**src/rtl/spmv_seq_if.sv**
```systemverilog
// Vector and COO-nonzero streams feeding the SpMV job sequencer.
// master = stream source, slave = spmv_seq.
interface spmv_seq_if;
    logic              vec_valid;
    logic              vec_ready;
    logic signed [7:0] vec_data;
    logic              mat_valid;
    logic              mat_ready;
    logic [4:0]        mat_row;
    logic [4:0]        mat_col;
    logic signed [7:0] mat_data;
    logic              mat_last;

    modport master (
        output vec_valid, vec_data, mat_valid, mat_row, mat_col, mat_data, mat_last,
        input  vec_ready, mat_ready
    );

    modport slave (
        input  vec_valid, vec_data, mat_valid, mat_row, mat_col, mat_data, mat_last,
        output vec_ready, mat_ready
    );
endinterface

```
**src/rtl/spmv_seq.sv**
```systemverilog
// Job sequencer for the 32x32 SpMV engine: loads the vector, buffers all nonzeros, replays them
// as one gap-free weight burst, then tracks drain. Optional SPMV_SEQ_PERF_EN adds perf_cycles.
module spmv_seq #(
    parameter int NNZ_MAX       = 64,
    parameter int DRAIN_TIMEOUT = 256
) (
    input  logic              clk,
    input  logic              rst_n,
    input  logic              start,
    spmv_seq_if.slave         strm,
    output logic              eng_in_valid,
    output logic              eng_weight_valid,
    output logic [4:0]        eng_row,
    output logic [4:0]        eng_col,
    output logic signed [7:0] eng_data,
    input  logic              eng_out_valid,
    input  logic              eng_out_finish,
    output logic              busy,
    output logic              done,
    output logic [5:0]        rows_seen,
    output logic              err_ovf,
`ifdef SPMV_SEQ_PERF_EN
    output logic              err_timeout,
    output logic [15:0]       perf_cycles
`else
    output logic              err_timeout
`endif
);
    localparam int CW = $clog2(NNZ_MAX + 1);
    localparam int AW = (NNZ_MAX > 1) ? $clog2(NNZ_MAX) : 1;
    localparam int TW = $clog2(DRAIN_TIMEOUT + 1);

    typedef enum logic [2:0] {S_IDLE, S_VEC, S_MAT, S_BURST, S_DRAIN, S_DONE} state_t;
    state_t state, state_nx;

    logic [4:0]        vec_idx;
    logic [CW-1:0]     count;
    logic [CW-1:0]     rd_ptr;
    logic [TW-1:0]     drain_tmr;
    logic [4:0]        mem_row  [NNZ_MAX];
    logic [4:0]        mem_col  [NNZ_MAX];
    logic signed [7:0] mem_data [NNZ_MAX];
    logic vec_fire, mat_fire, buf_full, wr_en, burst_last, drain_to;

    assign vec_fire   = strm.vec_valid && (state == S_VEC);
    assign mat_fire   = strm.mat_valid && (state == S_MAT);
    assign buf_full   = (count == CW'(NNZ_MAX));
    assign wr_en      = mat_fire && !buf_full && rst_n;
    assign burst_last = (rd_ptr == count - CW'(1));
    assign drain_to   = (drain_tmr == TW'(DRAIN_TIMEOUT - 1));
    assign busy       = (state != S_IDLE);
    assign done       = (state == S_DONE);

    always_ff @(posedge clk) begin
        if (!rst_n) state <= S_IDLE;
        else        state <= state_nx;
    end

    always_comb begin
        state_nx       = state;
        strm.vec_ready = 1'b0;
        strm.mat_ready = 1'b0;
        case (state)
            S_IDLE:  if (start) state_nx = S_VEC;
            S_VEC: begin
                strm.vec_ready = 1'b1;
                if (vec_fire && vec_idx == 5'd31) state_nx = S_MAT;
            end
            S_MAT: begin
                strm.mat_ready = 1'b1;
                // An overflowed or empty job never reaches the engine's weight port.
                if (mat_fire && strm.mat_last) begin
                    if (err_ovf || buf_full || (count == '0 && !wr_en)) state_nx = S_DONE;
                    else                                                 state_nx = S_BURST;
                end
            end
            S_BURST: if (burst_last) state_nx = S_DRAIN;
            S_DRAIN: if (eng_out_finish || drain_to) state_nx = S_DONE;
            S_DONE:  state_nx = S_IDLE;
            default: state_nx = S_IDLE;
        endcase
    end

    always_ff @(posedge clk) begin
        if (wr_en) begin
            mem_row[count[AW-1:0]]  <= strm.mat_row;
            mem_col[count[AW-1:0]]  <= strm.mat_col;
            mem_data[count[AW-1:0]] <= strm.mat_data;
        end
    end

    always_ff @(posedge clk) begin
        if (!rst_n) begin
            vec_idx          <= '0;
            count            <= '0;
            rd_ptr           <= '0;
            drain_tmr        <= '0;
            eng_in_valid     <= 1'b0;
            eng_weight_valid <= 1'b0;
            eng_row          <= '0;
            eng_col          <= '0;
            eng_data         <= '0;
            rows_seen        <= '0;
            err_ovf          <= 1'b0;
            err_timeout      <= 1'b0;
        end else begin
            eng_in_valid     <= vec_fire;
            eng_weight_valid <= (state == S_BURST);
            if (vec_fire) begin
                eng_row  <= vec_idx;
                eng_col  <= '0;
                eng_data <= strm.vec_data;
                vec_idx  <= vec_idx + 5'd1;
            end else if (state == S_BURST) begin
                eng_row  <= mem_row[rd_ptr[AW-1:0]];
                eng_col  <= mem_col[rd_ptr[AW-1:0]];
                eng_data <= mem_data[rd_ptr[AW-1:0]];
                rd_ptr   <= rd_ptr + CW'(1);
            end
            if (state == S_IDLE && start) begin
                rows_seen   <= '0;
                err_ovf     <= 1'b0;
                err_timeout <= 1'b0;
                vec_idx     <= '0;
                rd_ptr      <= '0;
            end
            if (mat_fire) begin
                if (buf_full) err_ovf <= 1'b1;
                else          count   <= count + CW'(1);
            end
            drain_tmr <= (state == S_DRAIN) ? drain_tmr + TW'(1) : '0;
            if (state == S_DRAIN) begin
                if (eng_out_valid && rows_seen != 6'd32) rows_seen <= rows_seen + 6'd1;
                if (!eng_out_finish && drain_to)         err_timeout <= 1'b1;
            end
            if (state == S_DONE) begin
                count  <= '0;
                rd_ptr <= '0;
            end
        end
    end

`ifdef SPMV_SEQ_PERF_EN
    // The start-acceptance cycle counts as cycle 1; the DONE cycle is the last one counted.
    always_ff @(posedge clk) begin
        if (!rst_n)                                    perf_cycles <= '0;
        else if (state == S_IDLE && start)             perf_cycles <= 16'd1;
        else if (busy && perf_cycles != 16'hFFFF)      perf_cycles <= perf_cycles + 16'd1;
    end
`endif
endmodule

```
**src/flat_wrapper.sv**
```systemverilog
// flat-port wrapper written by rule: the top's interface ports become plain ports
module spmv_seq_flat 
#(
    parameter int NNZ_MAX       = 64,
    parameter int DRAIN_TIMEOUT = 256
)
  (clk, rst_n, start, eng_in_valid, eng_weight_valid, eng_row, eng_col, eng_data, eng_out_valid, eng_out_finish, busy, done, rows_seen, err_ovf, err_timeout, strm_vec_valid, strm_vec_data, strm_mat_valid, strm_mat_row, strm_mat_col, strm_mat_data, strm_mat_last, strm_vec_ready, strm_mat_ready);
  spmv_seq_if strm_i ();
  input  logic clk;
  input  logic rst_n;
  input  logic start;
  output logic eng_in_valid;
  output logic eng_weight_valid;
  output logic [4:0] eng_row;
  output logic [4:0] eng_col;
  output logic signed [7:0] eng_data;
  input  logic eng_out_valid;
  input  logic eng_out_finish;
  output logic busy;
  output logic done;
  output logic [5:0] rows_seen;
  output logic err_ovf;
  output logic err_timeout;
  input wire logic [$bits(strm_i.vec_valid)-1:0] strm_vec_valid;
  input wire logic [$bits(strm_i.vec_data)-1:0] strm_vec_data;
  input wire logic [$bits(strm_i.mat_valid)-1:0] strm_mat_valid;
  input wire logic [$bits(strm_i.mat_row)-1:0] strm_mat_row;
  input wire logic [$bits(strm_i.mat_col)-1:0] strm_mat_col;
  input wire logic [$bits(strm_i.mat_data)-1:0] strm_mat_data;
  input wire logic [$bits(strm_i.mat_last)-1:0] strm_mat_last;
  output wire logic [$bits(strm_i.vec_ready)-1:0] strm_vec_ready;
  output wire logic [$bits(strm_i.mat_ready)-1:0] strm_mat_ready;
  assign strm_i.vec_valid = strm_vec_valid;
  assign strm_i.vec_data = strm_vec_data;
  assign strm_i.mat_valid = strm_mat_valid;
  assign strm_i.mat_row = strm_mat_row;
  assign strm_i.mat_col = strm_mat_col;
  assign strm_i.mat_data = strm_mat_data;
  assign strm_i.mat_last = strm_mat_last;
  assign strm_vec_ready = strm_i.vec_ready;
  assign strm_mat_ready = strm_i.mat_ready;
  spmv_seq #(.NNZ_MAX(NNZ_MAX), .DRAIN_TIMEOUT(DRAIN_TIMEOUT)) u_core (.clk(clk), .rst_n(rst_n), .start(start), .strm(strm_i), .eng_in_valid(eng_in_valid), .eng_weight_valid(eng_weight_valid), .eng_row(eng_row), .eng_col(eng_col), .eng_data(eng_data), .eng_out_valid(eng_out_valid), .eng_out_finish(eng_out_finish), .busy(busy), .done(done), .rows_seen(rows_seen), .err_ovf(err_ovf), .err_timeout(err_timeout));
endmodule
```
**config.mk**
```make
export PLATFORM = sky130hd
export DESIGN_NAME = spmv_seq_flat
export DESIGN_NICKNAME = d
export VERILOG_FILES = /design/src/rtl/spmv_seq_if.sv /design/src/rtl/spmv_seq.sv /design/src/flat_wrapper.sv
export SDC_FILE = /design/constraint.sdc
export NUM_CORES = 1
export LEC_CHECK = 0
export BUFFER_PORTS_ARGS = -buffer_cell sky130_fd_sc_hd__buf_2
export CORE_MARGIN = 1
export CORE_UTILIZATION = 45
export DETAILED_ROUTE_END_ITERATION = 16
export HOLD_SLACK_MARGIN = 0.12
export PLACE_DENSITY_LB_ADDON = 0.3
export RECOVER_POWER = 50
export REMOVE_ABC_BUFFERS = 1
export SLEW_MARGIN = 20
export SYNTH_ARGS = -nofsm -noshare
export SYNTH_HDL_FRONTEND = slang
export SYNTH_SLANG_ARGS = --single-unit
```
**constraint.sdc**
```tcl
create_clock -name clk -period 3.25 [get_ports clk]
set_clock_uncertainty 0.15 [all_clocks]
set_input_delay 0.325 -clock clk [delete_from_list [all_inputs] [get_ports clk]]
set_output_delay 0.325 -clock clk [all_outputs]
set_load 0.01 [all_outputs]
```
Yosys cells after proc, flatten, opt, wreduce, memory -nomap -nowiden. Memories as Yosys holds them, arrays and structs flattened. A register that Yosys moved wholly into a read port is not among the register bits. Cells that the tools add are included.

Bitwise operators: 3. Muxes and demuxes: 28. Add/sub/neg operators: 6. Equal/unequal tests: 15. Reduce and logical (&&, ||, !) cells: 28.

Operators by type and width (count): 6-bit two-way mux (7); 3-bit two-way mux (6); 8-bit two-way mux (2); 3-bit case mux with 5 select lines (1); 7-bit by 1-bit adder with 7-bit output, second input constant (2); 1-bit logical AND (10); 1-bit two-way mux (10); 5-bit two-way mux (2); 9-bit by 1-bit adder with 9-bit output, second input constant (1); 9-bit by 8-bit == test with 1-bit output, second input constant (1); 7-bit == test (1); 7-bit == test, second input constant (1); 7-bit logical NOT (1); 7-bit by 1-bit subtractor with 7-bit output, second input constant (1); 6-bit by 1-bit adder with 6-bit output, second input constant (1); 3-bit by 2-bit == test with 1-bit output, second input constant (2); 3-bit == test, second input constant (2); 2-bit inequality test, second input constant (3); 6-bit inequality test, second input constant (1); 2-bit AND reduction (3); 2-bit OR reduction (3); 5-bit by 1-bit adder with 5-bit output, second input constant (1); 5-bit == test, second input constant (1); 5-bit AND reduction (1); other kinds (9) (16).

Memory bits (writable): 1152. Bits in registers: 54. Memories: 3. Input port bits: 34.

Memory list: u_core.mem_data (words 64, bits a word 8, rd ports 1, clocked after memory_dff 1, wr ports 1, line spmv_seq.sv:42) `logic signed [7:0] mem_data [NNZ_MAX];`; u_core.mem_col (words 64, bits a word 5, rd ports 1, clocked after memory_dff 1, wr ports 1, line spmv_seq.sv:41) `logic [4:0] mem_col [NNZ_MAX];`; u_core.mem_row (words 64, bits a word 5, rd ports 1, clocked after memory_dff 1, wr ports 1, line spmv_seq.sv:40) `logic [4:0] mem_row [NNZ_MAX];`.

Longest topological paths before layout. Gate-level depths: netlist of the first run.

Depth in word-level cells: 10. Mapped depth: 11. Depth with buffers taken out: 11.

Worst setup path before layout of the first run. Ideal clock, no wire load.

Path kind: register to register. Start: reg u_core.count[0]. End: mem u_core.mem_col[59][0] (enable). Data arrival time: 2.870 ns. Required time: 2.707 ns. Setup time: 0.393 ns. Cell stages (with the launch flop): 12. Setup slack: -0.163 ns. Cells stage by stage: dfxtp_1 clkbuf_1 inv_1 ha_1 nor2b_1 and3_1 nor2b_1 clkbuf_1 nand3_1 or3_1 clkbuf_1 nor2_1.

Longest elaborated chain between the ends: 6.

RTL lines: from (decl) (line spmv_seq.sv:37) `logic [CW-1:0] count;`; from (signal assigned) (line spmv_seq.sv:129) `else count <= count + CW'(1);`; 7-bit == test (line spmv_seq.sv:47) `assign buf_full = (count == CW'(NNZ_MAX));`; 1-bit logical NOT (line spmv_seq.sv:48) `assign wr_en = mat_fire && !buf_full && rst_n;`; 1-bit logical AND (2 in series) (line spmv_seq.sv:48); 1-bit two-way mux (line spmv_seq.sv:85) `if (wr_en) begin`; 1-bit two-way mux (not written as such) (line spmv_seq.sv:87) `mem_col[count[AW-1:0]] <= strm.mat_col;`; to (decl) (line spmv_seq.sv:41).

Several ways; a longest one is shown, not always the timed one.

==> results.cfg, run 1 <==
[timing]
worst_slack_ns = 0.0999
hold_violations = 0
fin_crit_sh = 0.969
maxSlewViolCount = 280
slew_headroom = -0.499
max_freq_mhz = 317
grt_setup_unrepaired = no
layout_min_cycle_time_ns = 3.15
setup_viol = 0
worst_pin_slew_ns = 2.25

[clock_network]
root_buffer = clkbuf_16
cts_buffers = 118
clock_latency_ns = 0.71
cts_tree = built
clkTransAtPathRegs_ns = 0.07
cts_buffer_depth = 3
cts.sinks = 1217
cts_setup_buffers = 0
cts_htree_levels = 3
cts_resized = 0
ctsHoldBuffers = 24

[floorplan]
die_w_um = 326
ios = 66
die-area_sq_um = 106000
start_util = 0.455
coreArea_sq_um = 104000
rows = 118
chipHeight_um = 326

[setup_path]
worstPathCellList = buf_4 -> mux4_2 -> mux2_2 -> o22ai_1 -> a221oi_1 -> a31oi_1 -> o21ai_0
slowest_delay_ns = 0.63
crit_family = compound AO/OA/AOI/OAI gates
required_ns = 3.65
end_kind = flop
start_kind = flop
arrival_ns = 3.55
crit_fanout = 27
r2r_end = u_core.eng_data[1]
path_class = flop to flop
cp_num_buf_inv = 1
critPathSlowestCell = mux4_2
rrSetupSlack_ns = 0.1
rr_worst_depth = 7

[synthesis]
synthFlopType = edfxtp_1
async_flop_share = 0
synth_edf_count = 1152
ys.warnings.count = 0
synth_seq_cells = 1217
seq_area_frac_synth = 0.760
synth_cells = 2229
synth_area_sq_um = 47200
syn_avg_cell_area_sq_um = 21.2
synth.distinct_cells = 59

[drt]
route.detailed.drc = 0
wl_um = 122000
drt-initial-drc-count = 2952
dr.pass1.iters = 6
avgViaCountPerCell = 5.99
num_vias = 24000
ant_nets = 0
post_drt_wl_per_cell_um = 30.4

[finish]
nFillCells = 7983
final_cell_mix = edfxtp_1 (1152), mux4_2 (294), buf_4 (155), clkbuf_16 (118), mux2i_1 (75)
final_common_cell = edfxtp_1
layout-drive-gt1-share = 0.298
stdcell_count = 4010
syn_to_final_growth_pct = 16.2
final_nets = 2571

[worst_hold_path]
hold_path_startpoint = strm_vec_data[5]
min_to = u_core.eng_data[5]
min_path_type = primary input to flop
hold_depth = 4

[global_routing]
grt_overflow = 0
grt_pass1_wl_um = 175000
grt_max_degree = 65
grtUsageTotal = 0.232
antenna_found_initial = 5
grt_pass1_vias = 24400

[placed_design]
place_ws_ns = 0.206
io_buffers = 65
detailed_place_hpwl_um = 75800
dp.cells = 3754
place_congestion = 0.881

[run_status]
outcome = finished, violations left
violations = capacitance limit, slew limit

[power]
leakage_uw = 0.0173
vdd_ir_drop_max_mv = 0.450
report.power.total_uw = 32100
power.density_nw_per_um2 = 584

[flow_run]
drv_cap = 7
-- cell usage after synthesis, drive strengths merged (2+ instances only) --
master | instances | area [sq um]
nand2b | 3 | 18.8
a211oi | 12 | 90.1
clkbuf | 40 | 150
or3b | 2 | 17.5
mux2i | 75 | 751
nand4 | 11 | 68.8
a22oi | 5 | 37.5
nand3b | 7 | 52.6
o21ai | 29 | 145
xor2 | 19 | 166
and2 | 3 | 18.8
nand2 | 70 | 263
or3 | 4 | 25.0
a21oi | 27 | 135
nor3 | 10 | 50.1
nor4 | 7 | 43.8
a221oi | 30 | 263
nand3 | 28 | 140
o211ai | 4 | 30.0
mux4 | 307 | 6960
or2 | 5 | 31.3
and3 | 21 | 131
inv | 14 | 52.6
ha | 10 | 125
nor2 | 113 | 424
o22ai | 6 | 37.5
a31oi | 6 | 37.5
mux2 | 5 | 56.3
buf | 84 | 562
dfxtp | 65 | 1300
edfxtp | 1152 | 34600
xnor2 | 12 | 105
a22o | 6 | 52.6
o2111ai | 3 | 26.3
a221o | 3 | 30.0
nor2b | 13 | 81.3
o311ai | 2 | 17.5
-- cell type report --
cell class / instances / area, sq um / area share
flip-flops and latches: 1217 / 35900 / 0.654
well taps: 1380 / 1730 / 0.0315
multi-input cells: 872 / 10700 / 0.195
clock buffers: 147 / 3130 / 0.0570
clock inverters: 73 / 786 / 0.0143
diodes: 3 / 7.51 / 0.000137
repair buffers: 303 / 2560 / 0.0467
inverters: 15 / 57.6 / 0.00105
-- registers in the layout (all words and copies together) (netlist names), named ones only --
signal	cells
u_core.rows_seen	6
u_core.mem_col	320
u_core.eng_col	5
u_core.rd_ptr	7
u_core.state	3
u_core.err_ovf	1
u_core.mem_data	512
u_core.eng_in_valid	1
u_core.eng_weight_valid	1
u_core.eng_data	8
u_core.mem_row	320
u_core.eng_row	5
u_core.drain_tmr	9
u_core.err_timeout	1
u_core.count	7
u_core.vec_idx	5
-- routing by layer --
layer  GRT usage  part of all wire  vias up  wire length (um)
met5           0           0.00017        -                21
met4      0.0689             0.028        4              3390
met3      0.0554             0.091      192             11100
met2       0.365              0.48     1145             58200
met1       0.322              0.40    12800             49400
li1            -                 -     9890                 -
-- worst max path at each step --
stage                           from                 end  slack, ns  depth (start not counted)
CTS                 u_core.rd_ptr[0]   u_core.eng_col[2]       0.19                          6
global route                    flop  u_core.eng_data[1]       0.03                          8
finish                          flop  u_core.eng_data[1]        0.1                          7
detailed placement  u_core.rd_ptr[0]   u_core.eng_col[2]       0.21                          6
global placement                flop  u_core.eng_data[1]       0.21                          7
floorplan                       flop  u_core.eng_data[1]      -5.51                          6
-- cell families after synthesis --
kind of cell,after synthesis,share of synthesized area
DFF,1217,0.760
muxes,387,0.165
and+or+nand+nor,303,0.0301
AOI/OAI and AO/OA,141,0.0206
buffers and inverters,140,0.0165
xor gates and xnor gates,31,0.00575
adders and majority gates,10,0.00265
-- power breakdown --
part           total [uW]  internal, uW  switching [uW]  leakage, uW
sequential          17200         17200            45.3       0.0109
clock               13800          8020            5790      0.00192
combinational        1010           306             707      0.00447
-- through the flow --
step | hold WS (ns) | TNS, ns | util | area [sq um]
final | 0.317 | 0 | 0.529 | 54900
after detailed placement | 0.323 | 0 | 0.489 | 50800
after CTS | 0.168 | 0 | 0.529 | 54900
after global placement | 0.285 | 0 | 0.489 | 50800
after global routing | 0.315 | 0 | 0.529 | 54900
after floorplan | 0.274 | -98.81 | - | 46500
-- worst register-to-register path: cells and delay by family (launching register included) --
kind / cells / cell delay [ns]
mux: 2 / 0.94
compound gates: 4 / 0.99
buf+inv: 1 / 0.50
flops: 1 / 0.41
(Power assumes the default switching activity.)
==> run 2, diff against run 1 <==
CORE_UTILIZATION = 43   (was 45)
==> results.cfg, run 2 (synthesized netlist as in run 1, its figures left out) <==
[run_status]
outcome = finished, violations left
violations = capacitance limit, slew limit

[drt]
ant_nets = 0
route.detailed.drc = 0
dr.pass1.iters = 5
avgViaCountPerCell = 5.93
drt-initial-drc-count = 2904
num_vias = 24000
post_drt_wl_per_cell_um = 30.6
wl_um = 124000

[timing]
maxSlewViolCount = 455
max_freq_mhz = 319
worst_slack_ns = 0.110
tns_ns = 0
slew_headroom = -0.487
hold_violations = 0
worst_pin_slew_ns = 2.23
grt_setup_unrepaired = no
fin_crit_sh = 0.966
setup_viol = 0
layout_min_cycle_time_ns = 3.14

[global_routing]
use_met2 = 0.346
grt_overflow = 0
grt_pass1_vias = 24200
top_usage_layer = met2
grt_use_met1 = 0.322
grt_max_degree = 65
grtUsageMet3 = 0.0514
grtUsageTotal = 0.225
antenna_found_initial = 4
grt_pass1_wl_um = 178000

[setup_path]
start_kind = flop
path_class = flop to flop
crit_fanout = 27
required_ns = 3.63
arrival_ns = 3.52
end_kind = flop

[power]
p_int_uw = 24800
leakage_uw = 0.0172
report.power.total_uw = 31300
p_switching_uw = 6550
comb_power_share = 0.031
switching_share = 0.209
clkPwrFrac = 0.418
vdd_ir_drop_max_mv = 0.447
seqPwrFrac = 0.551
power.density_nw_per_um2 = 569

[clock_network]
clkTransAtPathRegs_ns = 0.06
cts_tree = built
cts_buffer_depth = 3
root_buffer = clkbuf_16
clock_latency_ns = 0.71
cts_buffers = 120
cts.sinks = 1217
cts_setup_buffers = 0
cts_htree_levels = 3

[placed_design]
detailed_place_hpwl_um = 76700
dp.cells = 3788
place_ws_ns = -0.0906
place_congestion = 0.896
io_buffers = 65

[flow_run]
drv_cap = 10

[floorplan]
coreArea_sq_um = 109000
die-area_sq_um = 111000
die_w_um = 333
ios = 66
rows = 121
start_util = 0.434
chipHeight_um = 333

[finish]
fin_util = 0.506
final_cell_mix = edfxtp_1 (1152), mux4_2 (294), clkbuf_16 (120), buf_4 (119), mux2i_1 (75)
layout-drive-gt1-share = 0.295
largest_register_ffs = 512
stdcell_count = 4043
syn_to_final_growth_pct = 16.7
final_nets = 2568
final_common_cell = edfxtp_1

[worst_hold_path]
min_path_type = flop to flop
==> run 2: cell count changes in the layout (fill, tap and decap cells not counted), sizes merged, moves of 3 or more <==
| cell | change |
|---|---|
| clkinv | +9 |
| inv | -3 |
| buf | -3 |
| bufinv | -11 |
| clkbuf | +13 |
| dlygate4sd3 | -5 |
==> run 2: cell type report <==
cell class              count  area, sq um
fillers                  8484        53700
clock buffers             157         3220
inverters                  15         57.6
diodes                      3         7.51
multi-input cells         872        10700
well taps                1414         1770
repair buffers            298         2890
clock inverters            67          498
flip-flops and latches   1217        35900
==> run 2: path summary, 6_finish.rpt <==
| path | startpoint | to | slack [ns] | cells after the start |
|---|---|---|---|---|
| worst max-delay path | flop | u_core.eng_row[1] | 0.11 | 5 |
| worst min register to register | u_core.drain_tmr[0] | u_core.drain_tmr[0] | 0.32 | 1 |
| worst min-delay path | u_core.drain_tmr[0] | u_core.drain_tmr[0] | 0.32 | 1 |
| worst max register to register | flop | u_core.eng_row[1] | 0.11 | 5 |
==> run 2: timing repair <==
action                     in CTS  in global routing
setup endpoints to repair       2                  2
resized for setup               2                  3
hold buffers                   23                  5
hold endpoints to repair      305                289
==> run 2: per-stage QoR <==
step	instance area (sq um)	hold slack, ns
6_report	55100	0.323
5_1_grt	55100	0.348
4_1_cts	55100	0.122
3_5_place_dp	51200	0.309
3_3_place_gp	51200	0.289
2_1_floorplan	46500	0.274
==> run 2: power by group through the flow <==
stage,logic [uW],registers [uW],clock network [uW]
2_1_floorplan,357,17600,0
3_3_place_gp,900,17600,0
3_5_place_dp,938,17600,0
4_1_cts,962,17300,13300
5_1_grt,1020,17300,13900
6_report,960,17300,13100
==> run 2: worst max-delay path, cell delays in order, from the launching register on <==
cell	delay (ns)
dfxtp_4	0.75
buf_12	0.29
mux4_2	0.54
mux4_2	0.49
o2111ai_1	0.48
o311ai_0	0.25
==> run 2: metal layers <==
layer,share of wire,routed length [um]
met4,0.030,3690
met5,0.00078,97
met3,0.086,10600
met1,0.42,51800
met2,0.47,57600
